--- src/rtl/vga_timing_pkg.sv ---
// Shared 640x480@60 timing constants for the VGA pixel path (timing generator, colour/pattern stages).
package vga_timing_pkg;

  localparam int CNT_W = 10;

  localparam int H_ACTIVE = 640;
  localparam int H_FP     = 16;
  localparam int H_SYNC   = 96;
  localparam int H_BP     = 48;
  localparam int H_TOTAL  = H_ACTIVE + H_FP + H_SYNC + H_BP;

  localparam int V_ACTIVE = 480;
  localparam int V_FP     = 10;
  localparam int V_SYNC   = 2;
  localparam int V_BP     = 33;
  localparam int V_TOTAL  = V_ACTIVE + V_FP + V_SYNC + V_BP;

  localparam logic HS_POL = 1'b0;
  localparam logic VS_POL = 1'b0;

  typedef logic [CNT_W-1:0] coord_t;

  // Half-open window test [lo, hi), shared by sync decode and region compares downstream.
  function automatic logic in_window(input coord_t c, input coord_t lo, input coord_t hi);
    return (c >= lo) && (c < hi);
  endfunction

endpackage

--- src/rtl/vga_axis_counter.sv ---
// One timing axis: wrap counter with advance-enable, terminal-count flag and registered sync decode.
import vga_timing_pkg::*;

module vga_axis_counter #(
  parameter int   ACTIVE = 640,
  parameter int   FP     = 16,
  parameter int   SYNC   = 96,
  parameter int   BP     = 48,
  parameter logic POL    = 1'b0
) (
  input  logic         clk,
  input  logic         rst,
  input  logic         en,
  output coord_t       cnt,
  output coord_t       nxt,
  output logic         term,
  output logic         sync
);

  localparam int     TOTAL   = ACTIVE + FP + SYNC + BP;
  localparam coord_t LAST    = coord_t'(TOTAL - 1);
  localparam coord_t SYNC_LO = coord_t'(ACTIVE + FP);
  localparam coord_t SYNC_HI = coord_t'(ACTIVE + FP + SYNC);

  // >= rather than == so a corrupted count beyond the end still wraps.
  assign term = (cnt >= LAST);

  always_comb begin
    nxt = cnt;
    if (en) begin
      nxt = term ? '0 : cnt + coord_t'(1);
    end
  end

  always_ff @(posedge clk or posedge rst) begin
    if (rst) begin
      cnt  <= LAST;
      sync <= ~POL;
    end else if (en) begin
      cnt  <= nxt;
      sync <= in_window(nxt, SYNC_LO, SYNC_HI) ? POL : ~POL;
    end
  end

endmodule

--- src/rtl/vga_timing.sv ---
// VGA timing generator: HS/VS, x/y, DE and line/frame strobes, all registered from next-state counts.
// Optional VGA_TIMING_PIXDIV2_EN: advance every second CLK (PIX_EN toggles); otherwise PIX_EN tied high.
import vga_timing_pkg::*;

module vga_timing #(
  parameter int   H_ACTIVE = vga_timing_pkg::H_ACTIVE,
  parameter int   H_FP     = vga_timing_pkg::H_FP,
  parameter int   H_SYNC   = vga_timing_pkg::H_SYNC,
  parameter int   H_BP     = vga_timing_pkg::H_BP,
  parameter int   V_ACTIVE = vga_timing_pkg::V_ACTIVE,
  parameter int   V_FP     = vga_timing_pkg::V_FP,
  parameter int   V_SYNC   = vga_timing_pkg::V_SYNC,
  parameter int   V_BP     = vga_timing_pkg::V_BP,
  parameter logic HS_POL   = vga_timing_pkg::HS_POL,
  parameter logic VS_POL   = vga_timing_pkg::VS_POL
) (
  input  logic       CLK,
  input  logic       RST,
  output logic       HS,
  output logic       VS,
  output logic [9:0] x,
  output logic [9:0] y,
  output logic       DE,
  output logic       LINE_START,
  output logic       FRAME_START,
  output logic       PIX_EN
);

  localparam coord_t H_ACT = coord_t'(H_ACTIVE);
  localparam coord_t V_ACT = coord_t'(V_ACTIVE);

  logic   adv;
  logic   h_term;
  logic   v_term;
  coord_t h_nxt;
  coord_t v_nxt;

`ifdef VGA_TIMING_PIXDIV2_EN
  logic tog;

  // Advance on the edge where tog rises, so PIX_EN is high in the cycle the new outputs appear.
  always_ff @(posedge CLK or posedge RST) begin
    if (RST) begin
      tog <= 1'b0;
    end else begin
      tog <= ~tog;
    end
  end

  assign adv    = ~tog;
  assign PIX_EN = tog;
`else
  assign adv    = 1'b1;
  assign PIX_EN = 1'b1;
`endif

  vga_axis_counter #(
    .ACTIVE (H_ACTIVE),
    .FP     (H_FP),
    .SYNC   (H_SYNC),
    .BP     (H_BP),
    .POL    (HS_POL)
  ) u_h (
    .clk  (CLK),
    .rst  (RST),
    .en   (adv),
    .cnt  (x),
    .nxt  (h_nxt),
    .term (h_term),
    .sync (HS)
  );

  vga_axis_counter #(
    .ACTIVE (V_ACTIVE),
    .FP     (V_FP),
    .SYNC   (V_SYNC),
    .BP     (V_BP),
    .POL    (VS_POL)
  ) u_v (
    .clk  (CLK),
    .rst  (RST),
    .en   (adv & h_term),
    .cnt  (y),
    .nxt  (v_nxt),
    .term (v_term),
    .sync (VS)
  );

  always_ff @(posedge CLK or posedge RST) begin
    if (RST) begin
      DE          <= 1'b0;
      LINE_START  <= 1'b0;
      FRAME_START <= 1'b0;
    end else if (adv) begin
      DE          <= (h_nxt < H_ACT) && (v_nxt < V_ACT);
      LINE_START  <= (h_nxt == '0);
      FRAME_START <= (h_nxt == '0) && (v_nxt == '0);
    end
  end

endmodule

--- config.mk ---
export PLATFORM = sky130hd
export DESIGN_NAME = vga_timing
export DESIGN_NICKNAME = d
export VERILOG_FILES = /design/src/rtl/vga_timing_pkg.sv /design/src/rtl/vga_axis_counter.sv /design/src/rtl/vga_timing.sv
export SDC_FILE = /design/constraint.sdc
export NUM_CORES = 1
export LEC_CHECK = 0
export BUFFER_PORTS_ARGS = -buffer_cell sky130_fd_sc_hd__buf_2
export CORE_MARGIN = 2
export CORE_UTILIZATION = 57
export CTS_CLUSTER_SIZE = 16
export DETAILED_ROUTE_END_ITERATION = 12
export HOLD_SLACK_MARGIN = 0.15
export PLACE_DENSITY = 0.83
export SYNTH_ARGS = -nofsm -noshare
export SYNTH_HDL_FRONTEND = slang
export SYNTH_HIERARCHICAL = 1
export SYNTH_SLANG_ARGS = --single-unit
--- constraint.sdc ---
create_clock -name CLK -period 3.9 [get_ports CLK]
set_input_delay 0 -clock CLK [delete_from_list [all_inputs] [get_ports CLK]]
set_output_delay 0 -clock CLK [all_outputs]
set_load 0.03 [all_outputs]
==> results.md, run 1 <==
- The flow ran to the end, and the final reports show no timing, DRC or antenna violations.
- The site row count is 20.
- The endpoint arrival time on the critical path is between 3 and 4 ns.
- TritonCTS built the clock tree.
- The capture point of the critical path is FRAME_START.
- The static leakage is 0.923 nW.
- The number of nets with antenna violations after routing is 0.
- In this run the power density over the cells is 449 mW/mm2.
- Across all register-to-register paths, the minimum setup slack is 0.67 ns.
- The number of antenna diodes in the final layout is 0.
- The final setup violation count is 0.
- The number of enable flip-flop cells after synthesis is 0.
- The number of cells on the worst reg-to-reg path is 10.
- Across the run, the number of max-cap violations was 0.
- The type of the setup path with the least slack is flop to flop.
- For this run, the post-layout net count is approximately 230.
- A synthesized cell averages 9.09 um2.
- 28 I/O pins were placed.
- The clock drives 25 sinks.
- After synthesis, flip-flops and latches occupy 35.2% of the total area.
- After detailed routing, the number of vias per cell comes to just under 6.
- In this run the worst path has a maximum fanout of 19.
- The die covers approximately 0.0037 mm2.
- The number of hold violations in the final report was 0.
- Global routing finished with a remaining overflow of 0.
- Static timing analysis puts the maximum clock frequency at 310 MHz.
- In this run the tool buffered the top-level ports with 26 buffer cells.
- The final standard cell area without fillers is approximately 0.002 mm2.
- Detailed routing inserted a total of 1571 vias.
- After technology mapping, the gate count stands at 200.
- The worst setup path is launched from a flop.
- The met1 layer wirelength in the final routing is 1.97 mm.
- Of the cells placed in the final design, the portion with a size suffix greater than 1 is 27.6%.
- Fill cells in the final layout number 276.
- The timing startpoint of the critical path is u_h/cnt[0].
- The total design power is between 0.8 and 0.9 mW.
- The initial antenna violation count came to 0.
- The tree is rooted in a clkbuf_4.
- The first detailed-routing pass took 4 iterations.
- The Yosys warning count is 6.
- The quantity of hold-fixing buffers added after cts is 2.
- The wire length per cell after detailed routing is 15.0 um.
- The largest single stage delay on the critical path is 0.68 ns.
- For the worst setup path, the data required time is ~4.2 ns.
- The worst hold slack is 0.225 ns.
- The worst-skew pair later-pin latency is ~0.32 ns.
- The most common cell after layout, fill and taps aside is buf_2.
- The highest metal layer carrying signal wires in the routed design is met4.
- The wire length on met3 is 186 um.
- The total buffers and inverters traversed by the critical path is 1.
- The sort of element at the end of the critical path is a flop.
- The kind of cell adding the most delay to the critical path is simple AND/OR/NAND/NOR gates.
- Measured along the y axis, the die boundary spans 60.5 um.
- Walking the worst path, the cells encountered are ha_1, nand4_2, a21oi_4, buf_4, nand3_1, xor2_1, nor2_1, or4_1, nor3_1, and3_1.
- In the layout the commonest cells are 26 x buf_2, 25 x nor2_1, 16 x nand2_1.
- After synthesis, the cell types taking the most area are dfrtp_1 18%, dfstp_2 17%, nor2_1 5.2%, a22o_1 3.9%, o21ai_0 3.6%.
- For the final routed database, the setup TNS stands at 0 ns.
- The final wirelength is 3.99 mm.
- The post-route clock period utilization is between 80 and 90%.
- The half-perimeter wire length after placement is 2.86 mm.
- The worst-case headroom to the max-slew limit is 64.2%.
- The worst hold path belongs to the class input pin to asynchronous set/reset pin.
- After synthesis, the share of flip-flops with an asynchronous set or reset is 100%.
- After detailed routing, the met2 layer carries around 1.8 mm of wire.
- The leading area contributor after synthesis is dfrtp_1.
- The worst reg2reg path endpoint is FRAME_START.
- The layout overhead on the synthesized area is 7.57%.
- Buffers added to address setup during post-CTS repair amount to 0.
- The number of CTS-inserted buffers is 3.
- The maximum count of clock buffers along a single path is 2.
- The register clock-pin slew on the reported worst setup and hold paths is 0.13 ns.
- The weighted congestion at the end of routability-driven global placement is 0.900.
- The most used flip-flop cell after synthesis is dfrtp_1.
- In this run the cell area of the synthesized design comes to 0.00182 mm2.
- The beginning of the worst register-to-register path is u_h/cnt[0].
- The first-pass GRT wire length is 6.37 mm.
- The area of the placeable core is 0.00305 mm2.
- The total global routing track utilization is 23.2%.
- The proportion of netlist area held by the largest area contributor is approximately 18%.
- The worst-margin pin slew is roughly 0.54 ns.
- Setup repair after global routing left no endpoint under its margin.
- The critical path crosses 10 cells after its start point.
- After synthesis the netlist holds a flip-flop and latch count of 25.
- Summing all placed instances gives a cell area of 0.00191 mm2.
- The number of DRC markers in iteration 0 is 88.
- The clock period minus worst slack is 3.23 ns.
- The total placed cells including tap cells is 259.
- The number of global-route vias before repair was 1358.
- The number of standard cells in the layout, taps in and fillers out is around 270.
- In this run the number of H-tree levels came out at 1.
- The width of the die is 60.5 um.
- The critical path's slowest cell is dfstp_2.
- The largest vdd supply drop is 0.000230 V.
- The post-cts resize count is 0.
- The total DRC errors in the routed layout is 0.
- The number of max-slew violations in the final report came to 0.
- The largest net degree at the start of global routing is 20.
- The initial core utilization is 59.5%.
- The netlist uses between 50 and 60 different library cells.
- The final clock skew is 0.00605 ns.
cells in the mapped netlist (3+ instances only):
cell and count:
a21oi_1 6, a22o_1 8, a22oi_1 3, a31oi_1 3, and2_1 3, and3_1 3, buf_2 7, buf_6 4
dfrtp_1 13, dfstp_2 12, ha_1 3, inv_1 8, nand2_1 16, nand3_1 5, nand4_1 4, nor2_1 25
nor3_1 3, nor4_1 4, o21ai_0 13, xnor2_1 5, xor2_1 3
worst min path at each step:
stage	from	depth (start not counted)	to	slack [ns]
detailed placement	RST	2	LINE_START	-0.12
global route	RST	3	u_v/cnt[1]	0.26
floorplan	RST	1	DE	-0.25
CTS	RST	3	u_v/cnt[1]	0.22
global placement	RST	2	FRAME_START	-0.12
finish	RST	3	u_v/cnt[1]	0.22
final cells by class:
| class | instances | area (um2) | area share, % |
|---|---|---|---|
| inverters | 8 | 30.0 | 1.54 |
| clock buffers | 4 | 26.3 | 1.34 |
| repair buffers | 29 | 158 | 8.06 |
| multi-input cells | 155 | 1050 | 53.5 |
| flip-flops and latches | 25 | 641 | 32.8 |
| well taps | 44 | 55.1 | 2.82 |
worst min-delay path, delay by kind of cell:
family,cells,cell delay (ns)
buf+inv,3,0.99
sequential cells by signal, indices dropped and copies added, names as in the netlist:
name         cells
u_v/sync         1
FRAME_START      1
DE               1
u_h/sync         1
u_h/cnt         10
LINE_START       1
u_v/cnt         10
power by group:
part           internal, mW  switching [mW]  leakage, nW  total, mW
sequential            0.319          0.0999        0.300      0.419
clock                0.0401          0.0763       0.0150      0.116
combinational         0.142           0.201        0.608      0.343
layer usage:
layer	global-route usage, %	vias up
li1	-	766
met1	35.8	738
met2	33.4	61
met3	2.56	6
met4	8.70	0
met5	0	-
metrics by stage:
stage	utilization, %	setup WS [ns]
floorplan	-	1.03
global placement	62.5	0.841
detailed placement	62.5	0.727
CTS	64.1	0.699
global route	64.1	0.469
finish	64.1	0.671
kinds of logic after synthesis:
family / Yosys count / synth area share, %
compound gates: 53 / 21.0
xor+xnor: 8 / 3.85
fa+ha+maj: 3 / 2.06
buf+inv: 23 / 7.84
flops: 25 / 35.2
mux: 2 / 1.65
other cells: 1 / 0.206
simple gates: 85 / 28.1
Note: power is estimated with default switching activity, not from simulation.
==> run 2, diff against run 1 <==
Settings changed: ABC_AREA set to 1, CORE_UTILIZATION 57 to 51, PLACE_DENSITY 0.83 to 0.79.
Clock period 3.9 ns to 2.9 ns, I/O delays scaled along.
==> results.md, run 2 <==
- The minimum setup slack after placement was 0.406 ns (-0.321 ns).
- The width of the die was 62.1 um (+2.8%).
- Leaving out fill and tap cells, the most frequent cells in the layout are 55 x nand2_1, 49 x inv_1, 31 x nor2_1.
- The count of vias placed by the detailed router is 1477 (-6.0%).
- The total placed cells including tap cells is 310 (+20%).
- The number of buffers inserted by port buffering came to 26 (unchanged).
- The critical path's slowest cell is dfstp_2.
- The post-cts resize count is 0 (unchanged).
- The maximum clock frequency is 396 MHz (+28%).
- The register clock-pin slew on the reported worst setup and hold paths is 0.13 ns (about the same).
- The weighted congestion at the end of routability-driven global placement is 0.838 (-7.0%).
- The number of CTS-inserted buffers is 3 (unchanged).
- The largest driver fanout on the critical path came to 11 (-8).
- The wire length per cell after detailed routing came to 10.6 um (-30%).
- The mapped cell area is 0.00172 mm2 (-5.2%).
- The sequential power share is 38.2% (-9.5 points).
- The total DRC errors in the routed layout came to 0 (unchanged).
- The share of final-layout standard cells stronger than drive strength 1 is 26.7% (-0.94 points).
- The delay of the slowest critical-path stage is 0.59 ns (-0.09 ns).
- The area of the placeable core is 0.00328 mm2 (+7.6%).
- The remaining global-route overflow is 0 (unchanged).
- In the final layout, the registers with the most flip-flops are u_h/cnt (10), u_v/cnt (10).
- Setup repair after global routing left no endpoint under its margin.
- The final wirelength is 3.34 mm (-16%).
- TritonCTS built the clock tree.
- The number of vias per cell after detailed routing came to 4.67 (-21%).
- By startpoint and endpoint, the worst setup path is classified as flop to flop.
- STA classifies the critical path endpoint as a flop.
- The number of standard cells in the layout, taps in and fillers out is 316 (+19%).
- The first-pass GRT wire length is 5.91 mm (-7.1%).
- The per-instance average area after synthesis is 7.18 um2 (-21%).
- The clock period minus worst slack is 2.52 ns (-0.707 ns).
- The kind of path behind the tightest hold check is input pin to asynchronous set/reset pin.
- The initial antenna violation count came to 0 (unchanged).
- The most numerous cell type found on the critical path is nand2_1.
- The switching power summed over all nets is 0.745 mW (+97%).
- The number of hold violations in the final report is 0 (unchanged).
- The Yosys warning count is 6 (unchanged).
- The half-perimeter wire length after placement is 2.69 mm (-5.8%).
- The final setup slack of the worst path is 0.377 ns (-0.293 ns).
- The final standard cell area without fillers came to 0.00193 mm2 (-1.2%).
- The design internal power is 0.782 mW (+56%).
- The synthesized instance count came to 240 (+20%).
- The final setup violation count was 0 (unchanged).
- The height of the chip is 62.1 um (+2.8%).
- The number of DRC markers in iteration 0 is 78 (-11%).
- The total design power is 1.53 mW (+74%).
- The post-route clock period utilization was 87.0% (+4.2 points).
- The depth of the CTS H-tree is 1 (unchanged).
- The antenna cell count is 0 (unchanged).
- The worst setup path is launched from a flop.
- CTS placed an instance of clkbuf_4 at the clock tree root.
- The boundary pin count is 28 (unchanged).
- The site row count is 21 (+5.0%).
- The required time of the critical path is 3.16 ns (-1.01 ns).
- The clock network fraction of design power was 9.9% (-3.3 points).
- The number of detailed-route iterations in the first pass was 4 (unchanged).
- The number of fillers in the final layout came to 331 (+20%).
- The number of nets with antenna violations after routing is 0 (unchanged).
- Compared with the post-synthesis result, the final layout area differs by 12.0%.
- The sequential cell area is 641 um2 (unchanged).
- The number of max-cap violations is 0 (unchanged).
- The endpoint arrival time on the critical path is 2.78 ns (-0.72 ns).
- Walking the worst path, the cells encountered are ha_1, nand4_1, nand2_2, nand2_1, inv_1, nand2_1, nor2_4, nand4_1, nand3_1, inv_1, or2_0, nor2_1, nand2_1, nor2_2.
- The switching share of power is 48.8% (+5.8 points).
- The number of global-route vias before repair was 1407 (+3.6%).
- The worst-skew pair later-pin latency is 0.31 ns (about the same).
- The total global routing track utilization is 18.7% (-4.5 points).
- The number of clock sinks was 25 (unchanged).
- The number of max-slew violations in the final report is 0 (unchanged).
- The instance area at placement was 0.00189 mm2 (-1.2%).
- The initial core utilization is 52.5% (-7.1 points).
- Routed signal wires occupy layers up through met4.
- The maximum count of clock buffers along a single path was 2 (unchanged).
- The largest net degree at the start of global routing came to 14 (-30%).
- The static leakage was 1.18 nW (+28%).
- The fraction of power consumed by combinational cells is 51.8% (+13 points).
- The multi-input logic area is 851 um2 (-19%).
- The total buffers and inverters traversed by the critical path is 2 (+1).
- The kind of cell adding the most delay to the critical path is simple AND/OR/NAND/NOR gates.
- The met1 layer wirelength in the final routing is 1.45 mm (-26%).
- The number of nets in the finished design was 276 (+22%).
- The full die area is 0.00386 mm2 (+5.6%).
- The flow ran to the end, and the final reports show no timing, DRC or antenna violations.
- The ratio of total power to cell area is 790 mW/mm2 (+76%).
- The final clock skew was 0.00519 ns (-0.000864 ns).
- The largest vdd supply drop is 0.000278 V (+21%).
- The wire length on met3 is 105 um (-44%).
- The most common cell after layout, fill and taps aside is nand2_1.
- The final setup TNS is 0 ns (unchanged).
- The length of routed met2 wiring is 1.74 mm (-1.9%).
-- run 2: power by group through the flow --
stage | logic [mW] | registers, mW | clock network, mW
floorplan | 0.444 | 0.762 | 0
global placement | 0.781 | 0.585 | 0
detailed placement | 0.790 | 0.593 | 0
CTS | 0.797 | 0.586 | 0.159
global route | 0.880 | 0.601 | 0.173
finish | 0.791 | 0.583 | 0.152
-- run 2: area by class of cell --
class / instances / share of cell area (%)
Multi-Input combinational cell: 158 / 44.0
Clock buffer: 4 / 1.36
Timing Repair Buffer: 28 / 7.77
Inverter: 55 / 10.7
Sequential cell: 25 / 33.2
Tap cell: 46 / 2.98
-- run 2: worst paths after layout --
kind	startpoint	endpoint	slack, ns	depth (start not counted)
min reg2reg	u_v/cnt[9]	u_v/cnt[9]	0.54	2
max reg2reg	u_h/cnt[0]	FRAME_START	0.38	14
max in group asynchronous	RST	FRAME_START	2.12	4
max	u_h/cnt[0]	FRAME_START	0.38	14
min	RST	u_h/cnt[7]	0.23	3
min in group CLK	u_v/cnt[9]	u_v/cnt[9]	0.54	2
-- run 2: routing by layer --
metal | up-vias | track usage, %
met2 | 23 | 34.5
met1 | 665 | 23.2
li1 | 785 | -
met3 | 4 | 1.63
met4 | 0 | 5.83
met5 | - | 0
-- run 2: worst reg2reg max path, delay by kind of cell (launching register included) --
| family | cells | cell delay (ns) |
|---|---|---|
| adder cells (fa/ha/maj) | 1 | 0.21 |
| AND/OR/NAND/NOR | 11 | 1.32 |
| flip-flops | 1 | 0.59 |
| buffers and inverters | 2 | 0.34 |
-- run 2: timing repair --
item / 4_1_cts / 5_1_grt
hold buffers: 2 / 0
buffers inserted: 0 / 0
endpoints found under the hold margin: 25 / 0
-- run 2: per-stage QoR --
step,hold WS (ns),util (%)
floorplan,-0.246,-
global placement,-0.111,57.4
detailed placement,-0.106,57.4
CTS,0.220,58.8
global route,0.266,58.8
finish,0.233,58.8
